$ cat src/rtl/seg7_pkg.sv
`default_nettype none
// ============================================================================
//  Module      : seg7_pkg
//  Description : Shared constants and types for the seven-segment scanner.
//                Holds the active-low hex-to-segment table ({g,f,e,d,c,b,a}),
//                the "all off" codes for segments and anodes, and the digit
//                count.
//  Revision    : 1.0  initial release
// ============================================================================
package seg7_pkg;

    localparam int NDIG = 4;

    typedef logic [3:0] nibble_t;
    typedef logic [1:0] dig_idx_t;

    localparam logic [6:0] SEG_OFF = 7'h7F;
    localparam logic [3:0] AN_OFF  = 4'hF;

    // Active-low segment patterns, indexed by hex value 0..F.
    localparam logic [6:0] SEG_TABLE [0:15] = '{
        7'h40, 7'h79, 7'h24, 7'h30,
        7'h19, 7'h12, 7'h02, 7'h78,
        7'h00, 7'h10, 7'h08, 7'h03,
        7'h46, 7'h21, 7'h06, 7'h0E
    };

endpackage
`default_nettype wire

$ cat src/rtl/hex_to_seg7.sv
`default_nettype none
// ============================================================================
//  Module      : hex_to_seg7
//  Description : Purely combinational nibble to active-low seven-segment
//                decoder.
//  Ports       : i_nibble  in  4  hex digit
//                o_seg_n   out 7  segments {g,f,e,d,c,b,a}, active-low
//  Revision    : 1.0  initial release
// ============================================================================
module hex_to_seg7
    import seg7_pkg::*;
(
    input  logic [3:0] i_nibble,
    output logic [6:0] o_seg_n
);

    assign o_seg_n = SEG_TABLE[i_nibble];

endmodule
`default_nettype wire

$ cat src/rtl/seg7_scan.sv
`default_nettype none
// ============================================================================
//  Module      : seg7_scan
//  Description : Four-digit multiplexed seven-segment display driver.
//                A value captured on `load` waits in a pending register and
//                is promoted to the displayed register only at a frame
//                boundary, so a frame is never torn. Each digit slot lasts
//                REFRESH_DIV cycles and begins with GHOST_CYC cycles of all
//                anodes off. Optional leading-zero blanking and per-digit
//                decimal points. All outputs are registered.
//  Params      : REFRESH_DIV  cycles per digit slot (>= 4)
//                GHOST_CYC    dark cycles at slot start (1 <= G < REFRESH_DIV)
//  Ports       : clk, rst (sync, active-high)
//                value_in   in  16  nibble k -> digit k (digit 0 rightmost)
//                load       in  1   capture strobe
//                blank_lz   in  1   leading-zero blanking enable (live)
//                dp_mask    in  4   decimal point enable per digit (live)
//                seg_n      out 7   segments {g..a}, active-low
//                dp_n       out 1   decimal point, active-low
//                an_n       out 4   anodes, active-low
//                frame_tick out 1   pulse after every completed frame
//  Revision    : 1.0  initial release
// ============================================================================
module seg7_scan
    import seg7_pkg::*;
#(
    parameter int REFRESH_DIV = 100000,
    parameter int GHOST_CYC   = 16
) (
    input  logic        clk,
    input  logic        rst,
    input  logic [15:0] value_in,
    input  logic        load,
    input  logic        blank_lz,
    input  logic [3:0]  dp_mask,
    output logic [6:0]  seg_n,
    output logic        dp_n,
    output logic [3:0]  an_n,
    output logic        frame_tick
);

    localparam int PW = (REFRESH_DIV > 1) ? $clog2(REFRESH_DIV) : 1;

    localparam logic [PW-1:0] C_PCNT_LAST = PW'(REFRESH_DIV - 1);
    localparam logic [PW-1:0] C_GHOST_END = PW'(GHOST_CYC);

    logic [PW-1:0] r_pcnt;
    dig_idx_t      r_dig;
    logic [15:0]   r_pending;
    logic          r_pend_vld;
    logic [15:0]   r_active;

    logic [6:0]    r_seg_n;
    logic          r_dp_n;
    logic [3:0]    r_an_n;
    logic          r_frame_tick;

    logic          w_slot_end;
    logic          w_frame_end;
    nibble_t       w_nibble;
    logic [6:0]    w_seg_dec;
    logic [3:0]    w_an_sel;
    logic          w_blanked;
    logic          w_lit;

    assign w_slot_end  = (r_pcnt == C_PCNT_LAST);
    assign w_frame_end = w_slot_end && (r_dig == 2'd3);

    // Digit mux, anode select and leading-zero blanking. A digit k >= 1 is
    // blanked only when it and every more-significant nibble are zero.
    always_comb begin
        w_nibble  = r_active[3:0];
        w_an_sel  = 4'b1110;
        w_blanked = 1'b0;
        case (r_dig)
            2'd0: begin
                w_nibble  = r_active[3:0];
                w_an_sel  = 4'b1110;
                w_blanked = 1'b0;
            end
            2'd1: begin
                w_nibble  = r_active[7:4];
                w_an_sel  = 4'b1101;
                w_blanked = blank_lz && (r_active[15:4] == 12'h000);
            end
            2'd2: begin
                w_nibble  = r_active[11:8];
                w_an_sel  = 4'b1011;
                w_blanked = blank_lz && (r_active[15:8] == 8'h00);
            end
            default: begin
                w_nibble  = r_active[15:12];
                w_an_sel  = 4'b0111;
                w_blanked = blank_lz && (r_active[15:12] == 4'h0);
            end
        endcase
    end

    assign w_lit = (r_pcnt >= C_GHOST_END) && !w_blanked;

    hex_to_seg7 u_dec (
        .i_nibble (w_nibble),
        .o_seg_n  (w_seg_dec)
    );

    always_ff @(posedge clk) begin
        if (rst) begin
            r_pcnt       <= '0;
            r_dig        <= 2'd0;
            r_pending    <= 16'h0000;
            r_pend_vld   <= 1'b0;
            r_active     <= 16'h0000;
            r_seg_n      <= SEG_OFF;
            r_dp_n       <= 1'b1;
            r_an_n       <= AN_OFF;
            r_frame_tick <= 1'b0;
        end else begin
            if (w_slot_end) begin
                r_pcnt <= '0;
                r_dig  <= r_dig + 2'd1;
            end else begin
                r_pcnt <= r_pcnt + 1'b1;
            end

            // A load coinciding with the boundary bypasses the pending
            // register so it is not delayed by a whole extra frame.
            if (w_frame_end) begin
                if (load) begin
                    r_active   <= value_in;
                    r_pend_vld <= 1'b0;
                end else if (r_pend_vld) begin
                    r_active   <= r_pending;
                    r_pend_vld <= 1'b0;
                end
            end else if (load) begin
                r_pending  <= value_in;
                r_pend_vld <= 1'b1;
            end

            r_frame_tick <= w_frame_end;
            r_an_n       <= w_lit ? w_an_sel  : AN_OFF;
            r_seg_n      <= w_lit ? w_seg_dec : SEG_OFF;
            r_dp_n       <= w_lit ? ~dp_mask[r_dig] : 1'b1;
        end
    end

    assign seg_n      = r_seg_n;
    assign dp_n       = r_dp_n;
    assign an_n       = r_an_n;
    assign frame_tick = r_frame_tick;

endmodule
`default_nettype wire

$ cat config.mk
export PLATFORM = sky130hd
export DESIGN_NAME = seg7_scan
export DESIGN_NICKNAME = d
export VERILOG_FILES = /design/src/rtl/seg7_pkg.sv /design/src/rtl/hex_to_seg7.sv /design/src/rtl/seg7_scan.sv
export SDC_FILE = /design/constraint.sdc
export NUM_CORES = 1
export LEC_CHECK = 0
export ABC_AREA = 1
export BUFFER_PORTS_ARGS = -buffer_cell sky130_fd_sc_hd__buf_2
export CAP_MARGIN = 10
export CORE_MARGIN = 8
export CORE_UTILIZATION = 55
export DETAILED_ROUTE_END_ITERATION = 10
export HOLD_SLACK_MARGIN = 0.12
export PLACE_DENSITY_LB_ADDON = 0.2
export SLEW_MARGIN = 20
export SYNTH_ARGS = -nofsm -noshare
export SYNTH_HDL_FRONTEND = slang
export SYNTH_SLANG_ARGS = --single-unit
$ cat constraint.sdc
create_clock -name clk -period 2.6 [get_ports clk]
set_clock_uncertainty 0.15 [all_clocks]
set_input_delay 0.13 -clock clk [delete_from_list [all_inputs] [get_ports clk]]
set_output_delay 0.13 -clock clk [all_outputs]
set_load 0.005 [all_outputs]
-- Yosys cells after proc, flatten, opt, wreduce, memory -nomap -nowiden
Memory sizes are Yosys's and may differ from the RTL's. A register that Yosys moved wholly into a read port is not among the register bits.
Index checks and enable logic that the tools add are counted.
- multiplexer cells: 7
- bitwise gates (word level): 4
- magnitude comparators: 2
- reduce and logical (&&, ||, !) cells: 16
- equality and inequality tests: 4
- add/subtract/negate cells: 2
- operator list (cell ; count):
    $mux 16 ; 2
    $pmux 4 s3 ; 2
    $add 17x1->17 const B ; 1
    $eq 17x17->1 const B ; 1
    $ge 17x5->1 const B ; 1
    $logic_not 12->1 ; 1
    $logic_not 8->1 ; 1
    $reduce_or 2->1 ; 3
    $logic_and 1x1->1 ; 5
    $not 4->5 ; 1
    $eq 2x2->1 const B ; 2
    $logic_not 4->1 ; 1
    $reduce_and 2->1 ; 2
    $lt 2x3->1 const B ; 1
    $not 1->1 ; 3
    $pmux 1 s3 ; 1
    $add 2x1->2 const B ; 1
    $bmux 1 s2 ; 1
    $eq 2x1->1 const B ; 1
    $logic_not 2->1 ; 1
    $reduce_bool 2->1 ; 1
    $logic_not 1->1 ; 1
    $mux 1 ; 1
- memories: 1
- bits of input ports: 24
- output and inout bits: 13
- word-level logic and storage cells: 44
- register bits: 58
- ROM bits: 112
- memory list (name ; words ; bits a word ; read ports ; clocked after memory_dff ; wr ports ; RTL line ; source):
    (no name shown) ; 16 ; 7 ; 1 ; 1 ; 0 ; hex_to_seg7.sv:17 ; assign o_seg_n = SEG_TABLE[i_nibble];

-- Depth between registers and ports, before layout
Gate-level depths: netlist (run 1).
- depth after elaboration: 7
- depth in mapped cells: 13
- depth with buffers taken out: 13

-- Modules after synthesis
Synthesis (run 1) repeated with hierarchy kept, for this count alone.
- cell total of the unflattened synthesis: 493
- area, all modules: 3442.1 sq um
- modules (own cells, without submodules) (module ; area each (sq um) ; cells each ; times used ; sequential area each (sq um)):
    seg7_scan ; 3168.0 ; 444 ; 1 ; 1301.2
    hex_to_seg7 ; 274.0 ; 49 ; 1 ; 0.0

-- Worst setup path after synthesis (run 1)
Ideal clock, no wire load.
- kind: flip-flop to flip-flop
- from: register r_dig[0]
- to: register r_seg_n[3], in the netlist seg_n[3]
- buffers on the path: 0
- slack: 369 ps
- data arrival time: 1962 ps
- cell stages (with the launch flop): 13
- library setup time: 119 ps
- required time: 2331 ps
- cells stage by stage: dfxtp_1 inv_1 ha_1 nand2_1 nand2_1 o21ai_1 inv_1 ha_1 nand3b_1 nand3_1 nand2_1 inv_1 nand2_1
- word-level cells in the longest chain between the ends: 6
- elaborated cells on any way between the ends: 10
- those cells by class: eq/ne (2); mux (2); bitwise (2); reduce/logical (4)
- RTL lines (what ; RTL line ; source):
    from (decl) ; seg7_scan.sv:48 ; dig_idx_t r_dig;
    from (signal assigned) ; seg7_scan.sv:120 ; r_dig <= r_dig + 2'd1;
    $eq 2x2->1 (tied with other cells) ; seg7_scan.sv:75 ; case (r_dig)
    $pmux 1 s3 ; seg7_scan.sv:75 ;
    $logic_not 1->1 ; seg7_scan.sv:99 ; assign w_lit = (r_pcnt >= C_GHOST_END) && !w_blanked;
    $logic_and 1x1->1 ; seg7_scan.sv:99 ;
    $not 1->1 (no line) ; n/a ;
    $reduce_or 2->1 (no line) ; n/a ;
    to (decl) ; seg7_scan.sv:53 ; logic [6:0] r_seg_n;
Parallel ways exist; a longest one is shown, timed or not.
A chain may end at the register's enable or synchronous reset.

-- Worst setup path in the final report (run 1)
Ends and elaborated chain as after synthesis.

==> results of run 1 <==
[registers in the layout, summed over array words and instances, names as in the netlist]
signal      count
r_pcnt         17
r_active       16
r_pending      16
seg_n           7
an_n            4
r_dig           2
dp_n            1
frame_tick      1
r_pend_vld      1
[layout make-up]
cell class	count	area (um2)
inverter	62	233
clock inverter	2	35.0
sequential	65	1300
tap	77	96.3
clock buffer	14	173
timing repair buffer	62	425
fill	562	2130
multi-input combinational	358	1910
[cells by family after synthesis]
| logic type | Yosys count | share of synthesized area [%] |
|---|---|---|
| DFF | 65 | 36.7 |
| buffers and inverters | 78 | 9.41 |
| AOI/OAI and AO/OA | 41 | 5.85 |
| and+or+nand+nor | 281 | 36.6 |
| adders and majority gates | 14 | 4.93 |
| muxes | 16 | 5.08 |
| xor gates and xnor gates | 6 | 1.48 |
[per-stage QoR]
step | hold slack, ns | utilization [%]
after floorplan | 0.0561 | -
after global placement | 0.173 | 59.7
after detailed placement | 0.174 | 59.7
after CTS | 0.283 | 66.2
after global routing | 0.347 | 66.2
final | 0.311 | 66.2
[cells in the mapped netlist]
cell type  number
a21oi_1        28
and2_1          1
and3_1          1
buf_1           2
buf_2           6
buf_4           1
buf_6           4
clkbuf_1        3
dfxtp_1        65
ha_1           14
inv_1          58
inv_2           4
mux2_2         16
nand2_1       130
nand2_2         4
nand2_4         1
nand3_1        21
nand3_2        10
nand3_4         1
nand3b_1        2
nand3b_4        1
nand4_1         6
nand4_4         1
nor2_1         85
nor2_2          2
nor2_4          2
nor2_8          1
nor3_1          6
nor3b_1         3
o21ai_0         6
o21ai_1         5
o22ai_1         2
or2_0           1
or2_2           2
xnor2_1         1
xor2_1          5
[worst paths after layout]
path | startpoint | end | cells past startpoint | slack [ns]
max | r_dig[0] | seg_n[3] | 12 | 0.38
min reg2reg | r_pcnt[0] | r_pcnt[0] | 1 | 0.32
max reg2reg | r_dig[0] | seg_n[3] | 12 | 0.38
min | blank_lz | an_n[1] | 6 | 0.31
[per-layer routing]
metal	track usage (%)	vias to the layer above	routed length, um
met5	0	-	0
met4	9.58	0	210
met3	4.76	19	313
met2	30.6	47	3710
met1	19.7	1429	3280
li1	-	1672	-
[placed cells by master (no fill, tap or decap), types with 10 or more instances in the layout]
cell,count
nand2_1,130
dfxtp_1,64
buf_2,36
dlygate4sd3_1,20
clkbuf_8,12
nand3_2,10
ha_1,14
nor2_1,85
inv_1,58
nand3_1,21
a21oi_1,28
mux2_2,16
[power by group through the flow]
stage / Clock (W) / Sequential, W / Combinational [W]
floorplan: 0 / 0.00105 / 0.0000915
global route: 0.000970 / 0.00103 / 0.000167
CTS: 0.000912 / 0.00103 / 0.000150
finish: 0.000893 / 0.00103 / 0.000150
detailed placement: 0 / 0.00105 / 0.000127
global placement: 0 / 0.00105 / 0.000123
[timing repair]
action,in CTS,in global routing
setup endpoints to repair,0,1
hold buffers,20,0
resized for setup,0,1
hold endpoints to repair,37,0
[worst register-to-register path, delay by kind of cell (launching register included)]
family          cells  cell delay, ns
compound gates      1            0.17
flops               1            0.40
fa+ha+maj           2            0.58
simple gates        6            0.55
buf+inv             3            0.27
==> qor.txt, run 1 <==
Yosys cell types: 36
CP max stage delay: 0.40 ns
Antenna violations before repair: 0
Arrival time at the worst endpoint: 2.31 ns
Crit path capture type: register
Dpl hpwl: 5.19 mm
CP bufs+invs: 3
Dpl cells: 604
Drt via density: 4.95
Max_cap viols: 0
Worst EP required: 2.69 ns
Tmin final: 2.22 ns
F_max: 451 MHz
Max VDD drop: 0.437 mV
Flop pwr share: 49.7%
Setup TNS: 0 ns
Total track usage: 17.9%
Layout cells sized above 1: 18.1%
DR WL/cell: 11.7 um
Hold Path Class: primary input to register
Pins Over Slew Limit: 0
PortBufs: 36
Worst slew margin: 61.3%
Area share of the largest cell type after synthesis: 36.7%
Max FO, Critical Path: 8
Synth top area cells: dfxtp_1 (37%), nand2_1 (14%), nor2_1 (9.0%)
Area leader, netlist: dfxtp_1
Iter 0 DRT Violations: 132
H-tree levels: 3
P_sw: 0.000454 W
# DRC: 0
CP most frequent cell: nand2_1
Outcome: finished clean
Sequential element share of the synthesized area: 36.7%
Final instance area: 4180 um2
Comb power frac: 7.2%
Final ANT Viol Nets: 0
Die height: 96.3 um
Mean Syn Cell Area: 7.09 um2
Final nets: 596
Core Region: 6310 um2
Num ports: 37
Clock buffer depth: 2
Final hold viol count: 0
Pin count of the biggest net entering global routing: 34
First-pass GRT wire length: 13.1 mm
Die area: 9280 um2
Syn nets: 539
Row count: 29
Post-Syn Instances: 501
Power per cell area: 496 nW/um2
Final Power: 0.00207 W
Critical path, cell by cell: inv_1, ha_1, nand2_1, nand2_1, o21ai_1, inv_1, ha_1, nand3b_1, nand3_1, nand2_1, inv_1, nand2_1
RePlAce Congestion: 0.916
Worst-margin pin slew: 0.576 ns
Sw Share: 21.9%
Startpoint types: register
CTS tree: yes
Die width: 96.3 um
Post-CTS setup buffers: 0
Total gr overflow: 0
Routed WL: 7.51 mm
Clock Root Buffer: clkbuf_8
Clock Latency Late Sink: 0.35 ns
Via count: 3167
Ys Warns: 0
Leakage power: 2.04 nW
Vias in the first global route: 3031
Clk pin slew, worst setup/hold paths: 0.07 ns
Final period util: 85.3%
CP delay by family, top: adder cells
RSZ-0062 raised after global routing: no
Cts bufs inserted: 9
Finished Layout Cells: 640
Worst slack at placement: 0.265 ns
Seq cells post-synth: 65
CTS sink cnt: 65
Antenna diodes: 0
Placed cell area: 3770 um2
Final setup viols: 0
Area Overhead vs Synth: 17.7%
Slowest-stage cell, CP: dfxtp_2
Synth Cell Area: 3550 um2
Final Worst Setup Slack: 0.382 ns
Clock Power Share: 43.1%
Initial Utilization: 56.2%
Pint: 0.00162 W
DRT Pass-1 Iters: 4
Kind of critical path: register to register
Note: power is estimated with default switching activity, not from simulation.
==> inputs of run 2 (changes only) <==
--- a/config.mk
+++ b/config.mk
@@ -11,8 +11,9 @@
 export CORE_MARGIN = 8
 export CORE_UTILIZATION = 55
 export DETAILED_ROUTE_END_ITERATION = 10
+export GPL_TIMING_DRIVEN = 0
 export HOLD_SLACK_MARGIN = 0.12
-export PLACE_DENSITY_LB_ADDON = 0.2
+export PLACE_DENSITY = 0.72
 export SLEW_MARGIN = 20
 export SYNTH_ARGS = -nofsm -noshare
 export SYNTH_HDL_FRONTEND = slang
==> qor.txt, run 2 (same netlist as run 1, synthesis figures left out) <==
Die width: 96.3 um
Total track usage: 18.0%
Power per cell area: 478 nW/um2
Worst-margin pin slew: 0.577 ns
Hold Path Class: primary input to register
Tmin final: 2.33 ns
First-pass GRT wire length: 13.3 mm
Post-CTS setup buffers: 0
Leakage power: 2.06 nW
Worst slew margin: 61.3%
Antenna violations before repair: 0
Pins Over Slew Limit: 0
CTS sink cnt: 65
Area Overhead vs Synth: 18.8%
Clk pin slew, worst setup/hold paths: 0.07 ns
Clock Latency Late Sink: 0.34 ns
Clock Root Buffer: clkbuf_8
Finished Layout Cells: 648
Dpl hpwl: 5.74 mm
Die area: 9280 um2
Final period util: 89.7%
Largest Register: r_pcnt
Fillers: 557
Commonest non-fill, non-tap cell in the layout: nand2_1
PortBufs: 36
RePlAce Congestion: 0.906
Startpoint types: register
Final instance area: 4220 um2
Dpl cells: 614
Most frequent cells in the layout: nand2_1 (130), nor2_1 (85), dfxtp_1 (63)
Worst slack at placement: 0.0482 ns
Routed WL: 7.86 mm
Via count: 3210
Num ports: 37
Die height: 96.3 um
Crit path capture type: register
Worst EP required: 2.68 ns
Initial Utilization: 56.2%
Core Region: 6310 um2
Placed cell area: 3830 um2
Final Power: 0.00202 W
Kind of critical path: register to register
Max_cap viols: 0
Vias in the first global route: 3082
Final Worst Setup Slack: 0.268 ns
Final nets: 606
Layout cells sized above 1: 19.1%
Max reg flops: 17
Arrival time at the worst endpoint: 2.41 ns
Area of the multi-input gates: 1920 um2
Largest regs: r_pcnt x17, r_active x16, r_pending x16
Outcome: finished clean
Setup TNS: 0 ns
Max VDD drop: 0.381 mV
H-tree levels: 3
Max FO, Critical Path: 8
Antenna diodes: 0
RSZ-0062 raised after global routing: no
F_max: 429 MHz
Row count: 29
Clock buffer depth: 2
Register area: 1300 um2
Iter 0 DRT Violations: 132
Final hold viol count: 0
DR WL/cell: 12.1 um
Final ANT Viol Nets: 0
Total gr overflow: 0
Cts bufs inserted: 9
CTS tree: yes
Pin count of the biggest net entering global routing: 11
DRT Pass-1 Iters: 4
Final setup viols: 0
# DRC: 0
Drt via density: 4.95
## run 2: cell types whose count changed in the layout (fill, tap and decap cells not counted), sizes merged
cell    delta
clkbuf     -1
buf        +7
clkinv     +2
## run 2: final timing paths
| kind | from | end | slack [ns] | cells past startpoint |
|---|---|---|---|---|
| setup / recovery | r_dig[0] | seg_n[3] | 0.27 | 11 |
| setup reg to reg | r_dig[0] | seg_n[3] | 0.27 | 11 |
| hold reg to reg | r_pcnt[0] | r_pcnt[0] | 0.32 | 1 |
| hold / removal | blank_lz | seg_n[3] | 0.20 | 5 |
## run 2: metal layers
metal | share of wire (%) | GRT usage (%) | vias up | wire [um]
met5 | 0 | 0 | - | 0
met4 | 1.9 | 7.94 | 0 | 147
met3 | 4.2 | 3.12 | 14 | 332
met2 | 48 | 30.9 | 57 | 3790
met1 | 46 | 21.4 | 1450 | 3590
li1 | - | - | 1689 | -
## run 2: area by class of cell
class / count / area share, %
multi-input cells: 358 / 45.5
flip-flops and latches: 65 / 30.9
repair buffers: 56 / 9.02
inverters: 62 / 5.52
clock buffers: 10 / 3.27
plain buffers: 16 / 2.40
well taps: 77 / 2.29
clock inverters: 4 / 1.07
## run 2: per-stage QoR
step / hold slack (ns) / utilization (%)
after CTS: 0.217 / 66.7
final: 0.200 / 66.8
after detailed placement: 0.175 / 60.6
after floorplan: 0.0561 / -
after global placement: 0.173 / 60.6
after global routing: 0.267 / 66.8
## run 2: worst max-delay path, stage by stage (launching register included)
cell and delay (ns):
dfxtp_2 0.41, inv_1 0.12, ha_1 0.29, nand2_1 0.09
nand2_1 0.06, o22ai_1 0.36, ha_1 0.32, nand3b_1 0.18
nand3_1 0.09, nand2_1 0.06, inv_1 0.05, nand2_1 0.04
## run 2: power breakdown
part / switching, W / leakage [nW] / internal, W / total [W]
Sequential: 0.0000115 / 0.530 / 0.00102 / 0.00103
Combinational: 0.0000750 / 1.43 / 0.0000807 / 0.000156
Clock: 0.000378 / 0.0978 / 0.000453 / 0.000831
Total: 0.000464 / 2.06 / 0.00155 / 0.00202
## run 2: repair_timing
| action | in CTS | in global routing |
|---|---|---|
| endpoints found under the setup margin | 0 | 5 |
| gates resized for setup | 0 | 3 |
| hold endpoints to repair | 39 | 0 |
| hold buffers | 20 | 0 |
